$ cat config.mk
export PLATFORM = sky130hd
export DESIGN_NAME = pipe_mult_hs
export DESIGN_NICKNAME = d
export VERILOG_FILES = /design/src/rtl/pipe_mult_hs_pkg.sv /design/src/rtl/pipe_mult_hs_stage.sv /design/src/rtl/pipe_mult_hs.sv
export SDC_FILE = /design/constraint.sdc
export NUM_CORES = 1
export LEC_CHECK = 0
export ABC_AREA = 0
export CAP_MARGIN = 20
export CELL_PAD_IN_SITES_DETAIL_PLACEMENT = 0
export CELL_PAD_IN_SITES_GLOBAL_PLACEMENT = 1
export CORE_MARGIN = 5
export CORE_UTILIZATION = 47
export DETAILED_ROUTE_END_ITERATION = 10
export GPL_TIMING_DRIVEN = 0
export PLACE_DENSITY = 0.91
export SYNTH_ARGS = -nofsm -noshare
export SYNTH_HDL_FRONTEND = slang
export SYNTH_SLANG_ARGS = --single-unit
$ cat constraint.sdc
create_clock -name clk -period 7.6 [get_ports clk]
set_clock_uncertainty 0.2 [all_clocks]
set_input_delay 1.52 -clock clk [delete_from_list [all_inputs] [get_ports clk]]
set_output_delay 1.52 -clock clk [all_outputs]
set_load 0.005 [all_outputs]
$ cat src/rtl/pipe_mult_hs_pkg.sv
// Shared helpers for the pipelined multiplier and other fixed-point datapath blocks.
// sat_round works on a wide container so one definition serves any operand/result widths.
package pipe_mult_hs_pkg;

  // Wide enough for any supported product plus sign/rounding headroom.
  localparam int unsigned MAX_W = 128;

  typedef struct packed {
    logic             sat;
    logic [MAX_W-1:0] res;
  } sat_round_t;

  function automatic int unsigned clog2(input int unsigned x);
    int unsigned r;
    r = 0;
    for (int unsigned i = 0; i < 32; i++) begin
      if ((32'd1 << i) < x) r = i + 1;
    end
    return r;
  endfunction

  function automatic int unsigned prod_width(input int unsigned a_w, input int unsigned b_w);
    return a_w + b_w;
  endfunction

  function automatic int unsigned latency(input int unsigned stages);
    return stages + 1;
  endfunction

  // p must already be sign- or zero-extended to MAX_W, which leaves the rounding add
  // plenty of headroom. Rounds half up, then clamps to an out_w-bit result.
  function automatic sat_round_t sat_round(input logic [MAX_W-1:0] p,
                                           input logic             is_signed,
                                           input int unsigned      shift,
                                           input int unsigned      out_w);
    logic [MAX_W-1:0] one, sum, q, max_s, min_s, max_u;
    sat_round_t       r;
    one = MAX_W'(1);
    sum = p;
    if (shift > 0) sum = p + (one << (shift - 1));
    if (is_signed) q = $signed(sum) >>> shift;
    else           q = sum >> shift;
    max_s = (one << (out_w - 1)) - one;
    min_s = ~max_s;
    max_u = (one << out_w) - one;
    r.sat = 1'b0;
    r.res = q;
    if (is_signed) begin
      if ($signed(q) > $signed(max_s)) begin
        r.sat = 1'b1;
        r.res = max_s;
      end else if ($signed(q) < $signed(min_s)) begin
        r.sat = 1'b1;
        r.res = min_s;
      end
    end else if (q > max_u) begin
      r.sat = 1'b1;
      r.res = max_u;
    end
    return r;
  endfunction

endpackage

$ cat src/rtl/pipe_mult_hs_stage.sv
// One pipeline slot of the multiplier: a valid bit plus a data register, both frozen while
// en is low. The data register can optionally be reset (used for the visible output slot).
module pipe_stage_hs #(
  parameter int unsigned W          = 8,
  parameter bit          RESET_DATA = 1'b0
) (
  input  logic         clk,
  input  logic         rst_n,
  input  logic         en,
  input  logic         src_valid,
  input  logic [W-1:0] src_data,
  output logic         valid,
  output logic [W-1:0] data
);

  logic         valid_q;
  logic [W-1:0] data_q;

  always_ff @(posedge clk or negedge rst_n) begin
    if (!rst_n) begin
      valid_q <= 1'b0;
    end else if (en) begin
      valid_q <= src_valid;
    end
  end

  // Bubbles do not load data, so a slot keeps its last payload until real data arrives.
  if (RESET_DATA) begin : g_rst_data
    always_ff @(posedge clk or negedge rst_n) begin
      if (!rst_n) begin
        data_q <= '0;
      end else if (en && src_valid) begin
        data_q <= src_data;
      end
    end
  end else begin : g_keep_data
    always_ff @(posedge clk) begin
      if (en && src_valid) begin
        data_q <= src_data;
      end
    end
  end

  assign valid = valid_q;
  assign data  = data_q;

endmodule

$ cat src/rtl/pipe_mult_hs.sv
// Fully pipelined A_W x B_W multiplier with valid/ready on both sides, per-beat signed mode
// and a round/shift/saturate output stage. Latency is STAGES+1 slots with a global stall.
module pipe_mult_hs
  import pipe_mult_hs_pkg::*;
#(
  parameter int unsigned A_W    = 8,
  parameter int unsigned B_W    = 8,
  parameter int unsigned STAGES = 2,
  parameter int unsigned OUT_W  = 16,
  parameter int unsigned SHIFT  = 0
) (
  input  logic                            clk,
  input  logic                            rst_n,
  input  logic                            in_valid,
  output logic                            in_ready,
  input  logic [A_W-1:0]                  in_a,
  input  logic [B_W-1:0]                  in_b,
  input  logic                            in_signed,
  output logic                            out_valid,
  input  logic                            out_ready,
  output logic [OUT_W-1:0]                out_res,
  output logic                            out_sat,
  output logic [clog2(STAGES+2)-1:0]      inflight
);

  localparam int unsigned PROD_W = prod_width(A_W, B_W);
  localparam int unsigned LAT    = latency(STAGES);
  localparam int unsigned DW     = PROD_W + 1;
  localparam int unsigned CNT_W  = clog2(LAT + 1);

  logic                 en;
  logic                 accept;
  logic                 deliver;
  logic [LAT-1:0]       vld;
  logic [DW-1:0]        slot_data [STAGES];
  logic [OUT_W:0]       fin_data;

  logic                 op_signed;
  logic [A_W-1:0]       op_a;
  logic [B_W-1:0]       op_b;
  logic [PROD_W-1:0]    op_a_ext;
  logic [PROD_W-1:0]    op_b_ext;
  logic [PROD_W-1:0]    prod;

  logic [DW-1:0]        pre_fin;
  logic [MAX_W-1:0]     pre_fin_ext;
  sat_round_t           rounded;
  logic                 unused_rounded;

  logic [CNT_W-1:0]     inflight_q;
  logic [CNT_W-1:0]     inflight_d;

  // Whole pipe advances together; a full pipe can still accept while the head drains.
  assign en       = !out_valid || out_ready;
  assign in_ready = en;
  assign accept   = in_valid && en;
  assign deliver  = out_valid && out_ready;

  // Multiply sits in front of slot 1 so retiming can spread it over the following registers.
  assign {op_signed, op_a, op_b} = slot_data[0];
  assign op_a_ext = {{B_W{op_signed & op_a[A_W-1]}}, op_a};
  assign op_b_ext = {{A_W{op_signed & op_b[B_W-1]}}, op_b};
  assign prod     = op_a_ext * op_b_ext;

  if (STAGES == 1) begin : g_fin_direct
    assign pre_fin = {op_signed, prod};
  end else begin : g_fin_piped
    assign pre_fin = slot_data[STAGES-1];
  end

  assign pre_fin_ext = {{(MAX_W - PROD_W){pre_fin[DW-1] & pre_fin[PROD_W-1]}},
                        pre_fin[PROD_W-1:0]};
  assign rounded        = sat_round(pre_fin_ext, pre_fin[DW-1], SHIFT, OUT_W);
  assign unused_rounded = ^rounded.res[MAX_W-1:OUT_W];

  for (genvar i = 0; i < LAT; i++) begin : g_slot
    if (i == 0) begin : g_in
      pipe_stage_hs #(
        .W          (DW),
        .RESET_DATA (1'b0)
      ) u_stage (
        .clk       (clk),
        .rst_n     (rst_n),
        .en        (en),
        .src_valid (in_valid),
        .src_data  ({in_signed, in_a, in_b}),
        .valid     (vld[i]),
        .data      (slot_data[i])
      );
    end else if (i < STAGES) begin : g_mid
      pipe_stage_hs #(
        .W          (DW),
        .RESET_DATA (1'b0)
      ) u_stage (
        .clk       (clk),
        .rst_n     (rst_n),
        .en        (en),
        .src_valid (vld[i-1]),
        .src_data  ((i == 1) ? {op_signed, prod} : slot_data[i-1]),
        .valid     (vld[i]),
        .data      (slot_data[i])
      );
    end else begin : g_out
      pipe_stage_hs #(
        .W          (OUT_W + 1),
        .RESET_DATA (1'b1)
      ) u_stage (
        .clk       (clk),
        .rst_n     (rst_n),
        .en        (en),
        .src_valid (vld[i-1]),
        .src_data  ({rounded.sat, rounded.res[OUT_W-1:0]}),
        .valid     (vld[i]),
        .data      (fin_data)
      );
    end
  end

  assign out_valid = vld[LAT-1];
  assign out_res   = fin_data[OUT_W-1:0];
  assign out_sat   = fin_data[OUT_W];

  always_comb begin
    inflight_d = inflight_q;
    case ({accept, deliver})
      2'b10:   inflight_d = inflight_q + CNT_W'(1);
      2'b01:   inflight_d = inflight_q - CNT_W'(1);
      default: inflight_d = inflight_q;
    endcase
  end

  always_ff @(posedge clk or negedge rst_n) begin
    if (!rst_n) begin
      inflight_q <= '0;
    end else begin
      inflight_q <= inflight_d;
    end
  end

  assign inflight = inflight_q;

endmodule

Word-level counts from Yosys, hierarchy flattened
Cells that the tools add are included.

cells by class
  $add $sub $neg = 2
  multiply operators = 1
  $lt $le $gt $ge = 3
  equality and inequality tests = 2
  multiplexer cells = 5
  bitwise gates (word level) = 3
  reductions and logical operators = 7

operators by type and width
  operator                                                          count
  two-way mux 129 bit                                               4
  greater-than comparator 128 x 16 -> 1 bit, second input constant  1
  greater-than comparator 17 x 16 -> 1 bit, second input constant   1
  < comparator 17 x 16 -> 1 bit, second input constant              1
  multiplier 9 x 9 -> 16 bit                                        1
  logical AND 1 bit                                                 4
  one-hot mux 2 bit (2 select lines)                                1
  bitwise AND 1 bit                                                 3
  adder 2 x 1 -> 2 bit, second input constant                       1
  equality test 2 x 1 -> 1 bit, second input constant               1
  equality test 2 bit, second input constant                        1
  nonzero test 2 bit                                                1
  subtractor 2 x 1 -> 2 bit, second input constant                  1
  logical NOT 1 bit                                                 1
  logical OR 1 bit                                                  1

storage, ports and cells
  register bits after elaboration = 56
  input bits = 21
  output and inout bits = 21
  word-level logic and storage cells = 30

Depth between registers and ports, before layout
  depth after elaboration = 5
  depth in mapped cells = 19
  depth with buffers taken out = 18

By module
Synthesis repeated with hierarchy kept, for this count alone.

unflattened totals
  cells, all modules = 413
  area, all modules = 4,747.1 um^2

by module, submodules not included
  module                                       instances  cells each  area an instance (um^2)  sequential area each (um^2)
  pipe_mult_hs                                 1          334         2,920.3                  50.0
  pipe_stage_hs at g_slot[0].g_in.u_stage ...  2          20          558.0                    535.5
  pipe_stage_hs at g_slot[2].g_out.u_stage     1          39          710.7                    450.4

Least setup slack after synthesis
OpenSTA, ideal clock, no wires.

  kind = register to register
  from = reg g_slot[0].g_in.u_stage.data_q[7]
  to = reg g_slot[1].g_mid.u_stage.data_q[14] (data pin)
  library setup time = 0.258 ns
  data arrival time = 4.925 ns
  slack = 2.218 ns
  cell stages (with the launch flop) = 18
  path buffers = 1
  period minus slack after synthesis = 5.382 ns
  cells stage by stage = edfxtp_1 -> clkbuf_1 -> nand2_1 -> or2_1 -> fa_1 -> fa_1 -> inv_1 -> fa_1 -> fa_1 -> inv_1 -> fa_1 -> inv_1 -> ha_1 -> or4_4 -> a211oi_2 -> o31ai_1 -> a21oi_2 -> xnor2_1

on the way
  longest elaborated chain between the ends = 2

ends and longest elaborated chain
  what                                      RTL line                  source
  start, declared                           pipe_mult_hs_stage.sv:17  logic [W-1:0] data_q;
  start signal, assigned                    pipe_mult_hs_stage.sv:39  data_q <= src_data;
  bitwise AND 1 bit                         pipe_mult_hs.sv:62        assign op_b_ext = {{A_W{op_signed & op_b[B_W-1]}}, op_b};
  multiplier 9 x 9 -> 16 bit *              pipe_mult_hs.sv:63        assign prod = op_a_ext * op_b_ext;
  net g_slot[1].g_mid.u_stage.src_data[14]  pipe_mult_hs_stage.sv:11  input logic [W-1:0] src_data,
  end signal, assigned                      pipe_mult_hs_stage.sv:39
  end, declared                             pipe_mult_hs_stage.sv:17

Mark *: on every way through the listed nets, which the timed path passes. The rest lies on a longest branch.
A chain may end at the register's enable or synchronous reset.

Worst setup path after layout
Same ends and word-level chain as after synthesis.

==> impl_metrics.json <==
{
  "status": "finished clean",
  "crit_buf_inv": 4,
  "startpoint_type": "flip-flop",
  "fin_cells": 579,
  "clk_pin_slew_ns": 0.10,
  "placed_area_sq_um": 5160,
  "synth-edff-count": 33,
  "synth-compound-area-share_pct": 3.00,
  "viasPerCell": 4.74,
  "synth_nets": 515,
  "postSynthAreaPerCell_sq_um": 11.5,
  "fin_crit_sh_pct": 77.2,
  "fin_area_sq_um": 5250,
  "synth-simple-area-share_pct": 11.2,
  "path_delay_family": "adder cells",
  "drc": 0,
  "hold_viol": 0,
  "place_inst": 571,
  "portBuffers": 41,
  "ant_nets": 0,
  "drt_iter0_markers": 89,
  "antenna_found_initial": 0,
  "core_area_sq_um": 9640,
  "routed_wl_mm": 7.48,
  "ir_worst_vdd_uv": 206,
  "cts_tree": "yes",
  "ys_seq_area_share_pct": 33.6,
  "synth-adder-area-share_pct": 36.8,
  "cts.sinks": 55,
  "num_antenna_cells": 0,
  "root_buffer": "clkbuf_8",
  "worstPathArrival_ns": 5.74,
  "cp_max_fo": 10,
  "switching_power_uw": 919,
  "synth_xor_area_share_pct": 3.82,
  "synth-main-ff-cell": "edfxtp_1",
  "synth_cell_types": 37,
  "power.density_nw_per_um2": 426,
  "setup_violations": 0,
  "max-slew-margin-rel_pct": 37.6,
  "rows": 36,
  "overflow": 0,
  "firstDrtPassIters": 4,
  "pwr-share-seq_pct": 24.7,
  "dp_hpwl_mm": 6.32,
  "cts_hold_buf": 0,
  "synthMuxAreaShare_pct": 4.18,
  "crit_type": "reg -> reg",
  "wl_per_cell_um": 12.9,
  "worstPathRequired_ns": 7.48,
  "yosysWarnings": 0,
  "p_sw_share_pct": 41.1,
  "intPower_mw": 1.32,
  "post-route-util_pct": 54.5,
  "vias": 2744,
  "die_h_um": 109,
  "hold_slack_ns": 0.263,
  "end_kind": "flip-flop",
  "ys_top_cells_by_area": "fa_1, edfxtp_1, dfrtp_1",
  "comb_power_share_pct": 67.8,
  "synth_top_family_by_area": "adder cells",
  "crit_slowest_cell": "fa_1",
  "grt_pass1_wl_mm": 13.1,
  "netlist.area_leader.share_pct": 27.5,
  "globalplace.congestion": 0.813,
  "die-area_sq_um": 11800,
  "place_ws_ns": 1.70,
  "tns_ns": 0,
  "critical-path-max-stage-delay_ns": 0.54,
  "first_global_vias": 2931,
  "min_period_ns": 5.87,
  "start_util_pct": 47.5,
  "ioPinCount": 42,
  "final.setup.worst_slack_ns": 1.73,
  "drv_cap": 0,
  "ys_ff_latch": 55,
  "layout-drive-gt1-share_pct": 3.81,
  "post-cts-setup-buffers": 0,
  "cts_buffers": 5,
  "htree_levels": 2,
  "synth_top_area_cell": "fa_1",
  "cts_buffer_depth": 2,
  "worst_pin_slew_ns": 0.933,
  "async_reset_ff_share_pct": 40.0,
  "p_leak_nw": 2.38,
  "path_cells": "clkbuf_1, nand2_1, or2_1, fa_1, fa_1, inv_1, fa_1, fa_1, inv_1, fa_1, inv_1, ha_1, or4_4, a211oi_2, o31ai_1, a21oi_2, xnor2_1",
  "worstSkewPairLatency_ns": 0.32,
  "grt_util_all_layers_pct": 14.0,
  "drv_slew": 0,
  "synth.cell_area_sq_um": 4580,
  "power.total_mw": 2.24,
  "hold_class": "reg -> reg",
  "grt_max_degree": 23,
  "fin_nets": 563,
  "syn_to_final_growth_pct": 14.6,
  "clkPwrFrac_pct": 7.5,
  "cpMostUsedCell": "fa_1",
  "die_w_um": 109,
  "synthCells": 397,
  "final_common_cell": "inv_1",
  "cts_resized": 0,
  "final_cell_mix": "inv_1, fa_1, clkdlybuf4s50_1",
  "max_freq_mhz": 170,
  "rsz0062_at_grt": "false"
}
[final timing paths]
| check | cells past startpoint | endpoint | slack (ns) | from |
|---|---|---|---|---|
| worst min-delay path | 1 | g_slot[2].g_out.u_stage.data[7] | 0.26 | g_slot[1].g_mid.u_stage.data[7] |
| worst max-delay path | 17 | g_slot[1].g_mid.u_stage.data[14] | 1.73 | g_slot[0].g_in.u_stage.data[7] |
| worst min register to register | 1 | g_slot[2].g_out.u_stage.data[7] | 0.26 | g_slot[1].g_mid.u_stage.data[7] |
| min in group asynchronous | 1 | g_slot[2].g_out.u_stage.data[4] | 1.51 | rst_n |
| max in group asynchronous | 1 | g_slot[2].g_out.u_stage.data[16] | 5.12 | rst_n |
| worst max register to register | 17 | g_slot[1].g_mid.u_stage.data[14] | 1.73 | g_slot[0].g_in.u_stage.data[7] |
[power groups by stage]
| stage | registers, mW | clock network (mW) | logic (mW) |
|---|---|---|---|
| 5_1_grt | 0.568 | 0.185 | 1.77 |
| 4_1_cts | 0.555 | 0.175 | 1.55 |
| 3_3_place_gp | 0.554 | 0 | 1.48 |
| 3_5_place_dp | 0.562 | 0 | 1.52 |
| 6_report | 0.552 | 0.168 | 1.52 |
| 2_1_floorplan | 0.553 | 0 | 1.15 |
[worst reg2reg max path: cells and delay by family (launching register included)]
family                     cells  cell delay, ns
DFF                            1            0.33
AOI/OAI and AO/OA              3            0.58
and+or+nand+nor                3            1.17
xor gates and xnor gates       1            0.07
adders and majority gates      6            2.81
buffers and inverters          4            0.48
[layer usage]
layer	global-route usage, %	part of all wire (%)	vias up
met2	24.1	50	49
met5	0	0	-
li1	-	-	1324
met1	18.2	45	1364
met3	2.72	3.8	7
met4	3.34	1.0	0
[cell type report]
type	count	area, sq um
plain buffers	12	47.5
repair buffers	41	410
well taps	133	166
fillers	879	4390
flip-flops and latches	55	1540
clock buffers	5	68.8
clock inverters	3	22.5
inverters	77	289
multi-input cells	253	2700
[kinds of logic (layout without fill, tap and decap cells)]
kind of cell             after synthesis  count (layout)
flip-flops                            55              55
XOR/XNOR                              20              20
adder cells (fa/ha/maj)               97              97
AO/OA/AOI/OAI                         18              18
buffers and inverters                 89             138
multiplexers                          17              17
AND/OR/NAND/NOR                      101             101
[Yosys cell counts (2+ instances only)]
master    count
and3_1        3
and2_1       38
o21ai_0       3
nand2_1      36
nand2b_1      2
nor2_1       11
edfxtp_1     33
nor3_1        2
fa_1         63
dfrtp_1      22
nand3_1       3
inv_1        77
buf_2         2
mux2_1       16
or2_1         2
a21oi_1       2
xor2_1        2
xnor2_1      18
ha_1         34
nor2b_1       2
clkbuf_1     10
[registers in the layout, summed over array words and instances, names as in the netlist]
name and flops:
g_slot.g_out.u_stage.data 17, g_slot.g_in.u_stage.valid 1, inflight 2, g_slot.g_mid.u_stage.data 16, g_slot.g_mid.u_stage.valid 1, g_slot.g_out.u_stage.valid 1
g_slot.g_in.u_stage.data 17
Note: power is estimated with default switching activity, not from simulation.
